$ cat config.mk
export PLATFORM = sky130hd
export DESIGN_NAME = regfile_write_arbiter
export DESIGN_NICKNAME = d
export VERILOG_FILES = /design/src/rtl/regfile_write_arbiter_pkg.sv /design/src/rtl/regfile_write_arbiter_rr_pick.sv /design/src/rtl/regfile_write_arbiter.sv
export SDC_FILE = /design/constraint.sdc
export NUM_CORES = 1
export LEC_CHECK = 0
export ABC_AREA = 1
export CAP_MARGIN = 20
export CORE_ASPECT_RATIO = 1.4
export CORE_UTILIZATION = 45
export DETAILED_ROUTE_END_ITERATION = 8
export GPL_TIMING_DRIVEN = 0
export PLACE_DENSITY_LB_ADDON = 0.25
export SYNTH_ARGS = -nofsm -noshare
export SYNTH_HDL_FRONTEND = slang
export SYNTH_HIERARCHICAL = 1
export SYNTH_SLANG_ARGS = --single-unit
$ cat constraint.sdc
create_clock -name clk -period 4.9 [get_ports clk]
set_input_delay 0.98 -clock clk [delete_from_list [all_inputs] [get_ports clk]]
set_output_delay 0.98 -clock clk [all_outputs]
set_load 0.05 [all_outputs]
$ cat src/rtl/regfile_write_arbiter_pkg.sv
// Shared definitions for the register-file write arbiter and the register file
// it feeds: default index/data widths, register count and arbiter state encoding.
package regfile_write_arbiter_pkg;

  localparam int DEF_AW = 3;
  localparam int DEF_DW = 16;
  localparam int NREGS  = 2 ** DEF_AW;

  typedef enum logic {
    ST_ARB   = 1'b0,
    ST_CLEAR = 1'b1
  } arb_state_t;

endpackage

$ cat src/rtl/regfile_write_arbiter_rr_pick.sv
// Wrap-around priority pick: grants the first set bit of req searching upward
// from ptr and wrapping modulo N.
//   req   : request vector
//   ptr   : index with highest priority
//   grant : one-hot (or zero) grant
module rr_pick #(
  parameter int N  = 4,
  parameter int PW = (N > 1) ? $clog2(N) : 1
) (
  input  logic [N-1:0]  req,
  input  logic [PW-1:0] ptr,
  output logic [N-1:0]  grant
);

  logic [N-1:0] rot;
  logic [N-1:0] first;

  // Rotate so ptr lands on bit 0, isolate the lowest set bit, rotate back.
  assign rot   = (req >> ptr) | (req << (N - int'(ptr)));
  assign first = rot & (~rot + N'(1));
  assign grant = (first << ptr) | (first >> (N - int'(ptr)));

endmodule

$ cat src/rtl/regfile_write_arbiter.sv
// Round-robin write-port arbiter for a register file with a sequenced
// zero-fill (clear) that takes priority over all requesters.
//   clk, rst            : clock, synchronous active-low reset
//   req_valid/addr/data : per-requester write requests (packed by requester)
//   req_ready           : combinational one-hot-or-zero grant
//   clear_req           : request a zero-fill of every register
//   clear_busy          : clear sequence owns the write port
//   clear_done          : one-cycle pulse at the end of a clear
//   WriteEn/Reg/Data    : registered register-file write port
module regfile_write_arbiter
  import regfile_write_arbiter_pkg::*;
#(
  parameter int NREQ = 4,
  parameter int AW   = DEF_AW,
  parameter int DW   = DEF_DW
) (
  input  logic             clk,
  input  logic             rst,
  input  logic [NREQ-1:0]    req_valid,
  input  logic [NREQ*AW-1:0] req_addr,
  input  logic [NREQ*DW-1:0] req_data,
  output logic [NREQ-1:0]    req_ready,
  input  logic             clear_req,
  output logic             clear_busy,
  output logic             clear_done,
  output logic             WriteEn,
  output logic [AW-1:0]    WriteReg,
  output logic [DW-1:0]    WriteData
);

  localparam int PW = (NREQ > 1) ? $clog2(NREQ) : 1;

  arb_state_t    state_q, state_d;
  logic [PW-1:0] rr_ptr_q, rr_ptr_d;
  logic [AW-1:0] clr_idx_q, clr_idx_d;
  logic          we_q, we_d;
  logic [AW-1:0] wreg_q, wreg_d;
  logic [DW-1:0] wdata_q, wdata_d;
  logic          done_q, done_d;

  logic [NREQ-1:0] pick;
  logic [NREQ-1:0] fire;

  rr_pick #(
    .N  (NREQ),
    .PW (PW)
  ) u_pick (
    .req   (req_valid),
    .ptr   (rr_ptr_q),
    .grant (pick)
  );

  assign req_ready  = (rst && (state_q == ST_ARB) && !clear_req) ? pick : '0;
  assign fire       = req_valid & req_ready;
  assign clear_busy = (state_q == ST_CLEAR);
  assign clear_done = done_q;
  assign WriteEn    = we_q;
  assign WriteReg   = wreg_q;
  assign WriteData  = wdata_q;

  // The write port is registered, so the clear's first write (index 0) is
  // loaded on the ARB->CLEAR edge and each later index one edge ahead.
  always_comb begin
    state_d   = state_q;
    rr_ptr_d  = rr_ptr_q;
    clr_idx_d = clr_idx_q;
    we_d      = 1'b0;
    wreg_d    = wreg_q;
    wdata_d   = wdata_q;
    done_d    = 1'b0;
    case (state_q)
      ST_ARB: begin
        if (clear_req) begin
          state_d   = ST_CLEAR;
          clr_idx_d = '0;
          we_d      = 1'b1;
          wreg_d    = '0;
          wdata_d   = '0;
        end else begin
          for (int unsigned i = 0; i < NREQ; i++) begin
            if (fire[i]) begin
              we_d     = 1'b1;
              wreg_d   = req_addr[i*AW +: AW];
              wdata_d  = req_data[i*DW +: DW];
              rr_ptr_d = PW'((i + 1) % NREQ);
            end
          end
        end
      end
      ST_CLEAR: begin
        if (clr_idx_q == '1) begin
          state_d = ST_ARB;
          done_d  = 1'b1;
        end else begin
          clr_idx_d = clr_idx_q + AW'(1);
          we_d      = 1'b1;
          wreg_d    = clr_idx_q + AW'(1);
          wdata_d   = '0;
        end
      end
      default: state_d = ST_ARB;
    endcase
  end

  always_ff @(posedge clk) begin
    if (!rst) begin
      state_q   <= ST_ARB;
      rr_ptr_q  <= '0;
      clr_idx_q <= '0;
      we_q      <= 1'b0;
      wreg_q    <= '0;
      wdata_q   <= '0;
      done_q    <= 1'b0;
    end else begin
      state_q   <= state_d;
      rr_ptr_q  <= rr_ptr_d;
      clr_idx_q <= clr_idx_d;
      we_q      <= we_d;
      wreg_q    <= wreg_d;
      wdata_q   <= wdata_d;
      done_q    <= done_d;
    end
  end

endmodule
[Yosys cells after proc, flatten, opt, wreduce, memory -nomap -nowiden]
Index checks and enable logic that the tools add are counted.
Storage, ports and cells
  bits in registers: 27
  bits of input ports: 83
  output and inout port bits: 26
  logic and storage cells: 64
Operators by class
  add/sub/neg operators: 3
  equal/unequal tests: 4
  shifts and indexed selects: 4
  mux-type cells: 31
  bitwise logic cells: 7
  reduce and logical (&&, ||, !) cells: 8
Operators with widths (count)
  16-bit 2-to-1 mux: 6
  16-bit one-hot mux with 2 select lines: 1
  4-bit by 32-bit left shift with 4-bit output: 1
  4-bit by 32-bit right shift with 4-bit output: 1
  3-bit 2-to-1 mux: 7
  3-bit one-hot mux with 2 select lines: 2
  4-bit AND: 2
  1-bit 2-to-1 mux: 8
  2-bit 2-to-1 mux: 4
  4-bit bitwise OR: 2
  6-bit != test, second input constant: 1
  2-bit AND reduction: 3
  4-bit by 1-bit adder with 4-bit output, second input constant: 1
  4-bit 2-to-1 mux: 1
  2-bit != test, second input constant: 2
  4-bit inverter: 1
  1-bit one-hot mux with 2 select lines: 2
  4-bit nonzero test: 1
  4-bit by 2-bit left shift with 4-bit output: 1
  4-bit by 2-bit right shift with 4-bit output: 1
  3-bit by 2-bit subtractor with 4-bit output, first input constant: 1
  3-bit by 1-bit adder with 3-bit output, second input constant: 1
  3-bit == test, second input constant: 1
  3-bit AND reduction: 1
  3 further kinds: 5

[Longest topological paths before layout]
  word-level depth: 16
  depth in mapped cells: 21
  mapped depth without buffers: 17

[Cells and area by module]
Netlist, hierarchy kept.
Modules (own cells, without submodules)
  regfile_write_arbiter: times used 1, cells each 315, area each 1898.1 µm², sequential area each 540.5 µm²
  rr_pick: times used 1, cells each 73, area each 390.4 µm², sequential area each 0.0 µm²

[Worst setup path before layout]
No wires, ideal clock.
  path type: reg-to-output
  start point: register rr_ptr_q[0]
  end point: output port req_ready[2]
  data arrival time: 2.456 ns
  required time: 3.920 ns
  slack: 1.464 ns
  stages on the path, launching flop included: 17
  buffers on the path: 3
  cells stage by stage: dfxtp_1 buf_6 inv_4 buf_12 ha_1 buf_2 inv_1 nand3_1 nand3_2 nand2_2 nor2_1 nand3_1 nand2_1 nand2_1 nand2_1 inv_1 nor2_1
On the way
  longest elaborated chain between the ends: 9
  elaborated cells on any way between the ends: 11
  classes of those cells: add/sub: 2; shift: 4; mux: 1; bitwise: 4
Ends and longest elaborated chain
  start, declared: RTL line regfile_write_arbiter.sv:34  | logic [PW-1:0] rr_ptr_q, rr_ptr_d;
  start signal, assigned: RTL line regfile_write_arbiter.sv:116  | rr_ptr_q <= rr_ptr_d;
  3-bit by 2-bit subtractor with 4-bit output: RTL line regfile_write_arbiter_rr_pick.sv:19, regfile_write_arbiter_rr_pick.sv:21
  4-bit by 32-bit left shift with 4-bit output: RTL line regfile_write_arbiter_rr_pick.sv:19  | assign rot = (req >> ptr) | (req << (N - int'(ptr)));
  4-bit bitwise OR: RTL line regfile_write_arbiter_rr_pick.sv:19
  4-bit inverter: RTL line regfile_write_arbiter_rr_pick.sv:20  | assign first = rot & (~rot + N'(1));
  4-bit by 1-bit adder with 4-bit output: RTL line regfile_write_arbiter_rr_pick.sv:20
  4-bit AND: RTL line regfile_write_arbiter_rr_pick.sv:20
  4-bit by 32-bit right shift with 4-bit output or 4-bit by 2-bit left shift with 4-bit output (tied branches): RTL line regfile_write_arbiter_rr_pick.sv:21  | assign grant = (first << ptr) | (first >> (N - int'(ptr)));
  4-bit bitwise OR *: RTL line regfile_write_arbiter_rr_pick.sv:21
  via pick[2]: RTL line regfile_write_arbiter.sv:41  | logic [NREQ-1:0] pick;
  4-bit 2-to-1 mux *: RTL line regfile_write_arbiter.sv:53  | assign req_ready = (rst && (state_q == ST_ARB) && !clear_req) ? pick : '0;
  end, declared: RTL line regfile_write_arbiter.sv:22  | output logic [NREQ-1:0] req_ready,
The timed path passes the listed nets; every way through them passes the cells marked *.

[Worst setup path in the final report]
  start point: input port req_valid[2]
  end point: output port req_ready[3]
On the way
  longest elaborated chain between the ends: 8
  elaborated cells on any way between the ends: 10
  classes of those cells: add/sub: 1; shift: 4; mux: 1; bitwise: 4
Ends and longest elaborated chain
  start, declared: RTL line regfile_write_arbiter.sv:19  | input logic [NREQ-1:0] req_valid,
  4-bit by 32-bit left shift with 4-bit output or 4-bit by 2-bit right shift with 4-bit output (tied branches): RTL line regfile_write_arbiter_rr_pick.sv:19
  4-bit bitwise OR *: RTL line regfile_write_arbiter_rr_pick.sv:19
  4-bit inverter: RTL line regfile_write_arbiter_rr_pick.sv:20
  4-bit by 1-bit adder with 4-bit output: RTL line regfile_write_arbiter_rr_pick.sv:20
  4-bit AND *: RTL line regfile_write_arbiter_rr_pick.sv:20
  4-bit by 32-bit right shift with 4-bit output or 4-bit by 2-bit left shift with 4-bit output (tied branches): RTL line regfile_write_arbiter_rr_pick.sv:21
  4-bit bitwise OR *: RTL line regfile_write_arbiter_rr_pick.sv:21
  via pick[3]: RTL line regfile_write_arbiter.sv:41
  4-bit 2-to-1 mux *: RTL line regfile_write_arbiter.sv:53
Marked as above.

==> tab_implementation.tex <==
\begin{tabular}{lr}
\hline
Metric & Value \\
\hline
\multicolumn{2}{l}{\textbf{Synth}} \\
Net count after synthesis & roughly 480 \\
Synthesized flop and latch total & 27 \\
Distinct cell type count of the synthesized netlist & 23 \\
Sequential element share of the synthesized area & approximately a quarter \\
Number of warnings issued by yosys & 6 \\
Post-synth design cell area & $\sim$2300 um2 \\
Number of cells produced by synthesis & 388 \\
Mean cell area of the mapped netlist & between 5 and 6 um2 \\
\multicolumn{2}{l}{\textbf{Finish}} \\
Nets & just under 600 \\
Most common cell after layout, fill and taps aside & clkdlybuf4s50\_1 \\
Final standard cell area without fillers & 3500 um2 \\
Area of combinational cells with multiple inputs & about 1400 um2 \\
Share of final-layout standard cells stronger than drive strength 1 & 9.00\% \\
Count of inserted antenna diode cells & 0 \\
Area growth from synthesis to layout & 52.8\% \\
Total area of sequential cells & approximately 540 um2 \\
Leading cell types in the layout, fill and taps excluded & clkdlybuf4s50\_1, nand3\_1, nor2\_1 \\
Fill cell instance count of the final layout & between 400 and 500 \\
\multicolumn{2}{l}{\textbf{Clock network}} \\
Latest clock arrival within the worst-skew pair & about 280 ps \\
Number of buffers inserted for hold repair after clock tree synthesis & 0 \\
Clock tree from TritonCTS & done \\
Clock-pin slew on the worst setup and hold paths & 90 ps \\
Post-CTS Setup Bufs & 0 \\
Htree depth & 1 \\
Total number of clock tree sinks & 27 \\
Number of gates resized after CTS & 0 \\
CTS root buf & clkbuf\_8 \\
Number of buffers created by CTS & 3 \\
Maximum number of buffers from clock root to sink & 2 \\
\multicolumn{2}{l}{\textbf{Route}} \\
Per-cell via count in the routed design & between 5 and 6 \\
Routed length per placed instance & around 13 um \\
DR pass1 iterations & 5 \\
Total via count after detailed routing & between 2000 and 3000 \\
Final wirelength & between 7 and 8 mm \\
Number of nets with antenna violations after routing & 0 \\
Number of remaining DRC errors & 0 \\
Iter 0 DRT Violations & 168 \\
\multicolumn{2}{l}{\textbf{Placement}} \\
Post-placement worst setup slack & about 540 ps \\
HPWL after detailed placement & between 5 and 6 mm \\
Port Buf Inserts & between 100 and 150 \\
Routability Congestion & 0.855 \\
Placed inst area & 3450 um2 \\
\multicolumn{2}{l}{\textbf{Worst setup path}} \\
Largest fanout of any net on the critical path & 3 \\
Critical path arrival & 3390 ps \\
Largest incremental delay on the critical path & 810 ps \\
R2R Path End & WriteData[0] \\
Critical path type & in -> out \\
Cell with the biggest individual delay on the critical path & clkdlybuf4s50\_1 \\
Endpoint class of the critical path & output pin \\
FF-to-FF path depth & 20 \\
Reg-to-reg slack, setup & 1870 ps \\
R2r startpoint & rr\_ptr\_q[0] \\
Crit start category & input port \\
Library cell appearing most often on the critical path & nand2\_1 \\
Critical Path, Cell by Cell & clkdlybuf4s50\_1 > nand2\_1 > a21oi\_1 > a21oi\_1 > nor2\_1 > nand3\_1 > nand2\_1 > nand2\_1 > nand2\_1 > inv\_1 > nor2\_1 > clkdlybuf4s50\_1 \\
Required time worst endpoint & just under 4000 ps \\
\multicolumn{2}{l}{\textbf{Floorplanning}} \\
Die W & approximately 62 um \\
DIE AREA & between 5000 and 6000 um2 \\
Boundary pin count & $\sim$110 \\
Initial core utilization & a little under half \\
Die Height & about 86 um \\
Core box area & a little under 5000 um2 \\
Row count & 30 \\
\multicolumn{2}{l}{\textbf{Global routing}} \\
Global-route wire length before repair & between 10 and 15 mm \\
Total gr overflow & 0 \\
Total global-route track usage & 27.9\% \\
Via count of the first global-routing pass & 2790 \\
Maximum number of pins on one net before global-route repair & 16 \\
Initial antenna violation count & 0 \\
\multicolumn{2}{l}{\textbf{STA}} \\
Number of endpoints failing setup at the final stage & 0 \\
Setup repair after global routing missed its margin & false \\
Worst slack on hold paths & 472 ps \\
Total negative slack & 0 ps \\
Timing-limited maximum frequency & 229 MHz \\
Setup clock skew after layout & approximately 4.8 ps \\
Final worst path period share & between 80\% and 90\% \\
Slew headroom & between 60\% and 70\% \\
Pins Over Slew Limit & 0 \\
Actual transition at the worst max-transition pin & about 500 ps \\
Minimum setup slack in the final design & roughly 530 ps \\
Final Hold Vio Count & 0 \\
Minimum period implied by the final worst setup slack & around 4400 ps \\
\multicolumn{2}{l}{\textbf{Power}} \\
Leakage power & between 1.5 and 2 nW \\
PD cells & 201 nW/um2 \\
Max rail drop VDD & 169 uV \\
\multicolumn{2}{l}{\textbf{Hold path}} \\
Origin of the worst min-delay path & rr\_ptr\_q[0] \\
Worst hold-check path type & reg -> reg \\
Endpoint of the worst hold path & rr\_ptr\_q[0] \\
Hold Path Stages & 2 \\
\multicolumn{2}{l}{\textbf{Outcome}} \\
Status & finished, final reports clean \\
\multicolumn{2}{l}{\textbf{Run}} \\
Max Cap Viol & 0 \\
\hline
\end{tabular}
==> through the flow <==
step                      utilization, %  power, mW  instances
after floorplan                        -      0.446        388
after global placement              70.7      0.571        560
after detailed placement            70.7      0.576        560
after CTS                           71.6      0.701        564
after global routing                71.6      0.743        564
final                               71.6      0.701        564
==> power breakdown <==
part	internal [mW]	total, mW	leakage, nW	switching [mW]
Clock	0.0571	0.128	0.0255	0.0711
Combinational	0.147	0.333	1.35	0.186
Sequential	0.232	0.240	0.220	0.00826
Total	0.435	0.701	1.59	0.266
==> cell families after synthesis <==
logic type,after synthesis,synth area share (%)
adder cells (fa/ha/maj),4,2.19
AND/OR/NAND/NOR,260,52.9
flip-flops,27,23.6
buffers and inverters,63,13.8
AO/OA/AOI/OAI,34,7.44
==> synth_stat cells, drive strengths merged <==
cell type | count | area [um2]
a21oi | 32 | 160
nand4 | 4 | 61.3
clkbuf | 5 | 18.8
nor2 | 91 | 364
dfxtp | 27 | 541
ha | 4 | 50.1
buf | 20 | 153
nand3 | 92 | 475
nand3b | 3 | 22.5
nand2 | 70 | 288
inv | 38 | 145
o21ai | 2 | 10.0
==> layer usage <==
| layer | part of all wire [%] | up-vias | track usage [%] | routed length (um) |
|---|---|---|---|---|
| met5 | 0 | - | 0 | 0 |
| met4 | 3.1 | 0 | 11.6 | 226 |
| met3 | 8.2 | 18 | 6.97 | 604 |
| met2 | 52 | 141 | 52.3 | 3870 |
| met1 | 36 | 1277 | 29.6 | 2670 |
| li1 | - | 1473 | - | - |
==> critical path, delay by kind of cell <==
family	cells	cell delay, ps
AO/OA/AOI/OAI	2	240
buffers and inverters	3	1470
AND/OR/NAND/NOR	7	700
==> worst max-delay path by stage <==
| stage | startpoint | endpoint |
|---|---|---|
| final | req_valid[2] | req_ready[3] |
| after global routing | req_valid[2] | req_ready[2] |
| after detailed placement | req_valid[2] | req_ready[3] |
| after CTS | req_valid[2] | req_ready[2] |
| after floorplan | rr_ptr_q[0] | req_ready[2] |
| after global placement | req_valid[2] | req_ready[2] |
==> layout make-up <==
type | count | share of cell area [%]
clock buffers | 3 | 1.18
well taps | 64 | 2.29
multi-input cells | 298 | 40.9
flip-flops and latches | 27 | 15.5
inverters | 38 | 4.15
clock inverters | 1 | 0.143
plain buffers | 25 | 4.90
repair buffers | 108 | 30.9
==> sequential cells by signal (all words and copies together), names as in the netlist <==
signal,flops
WriteData,16
clr_idx_q,3
clear_busy,1
WriteEn,1
clear_done,1
rr_ptr_q,2
WriteReg,3
Power figures use the tool's default switching activity.
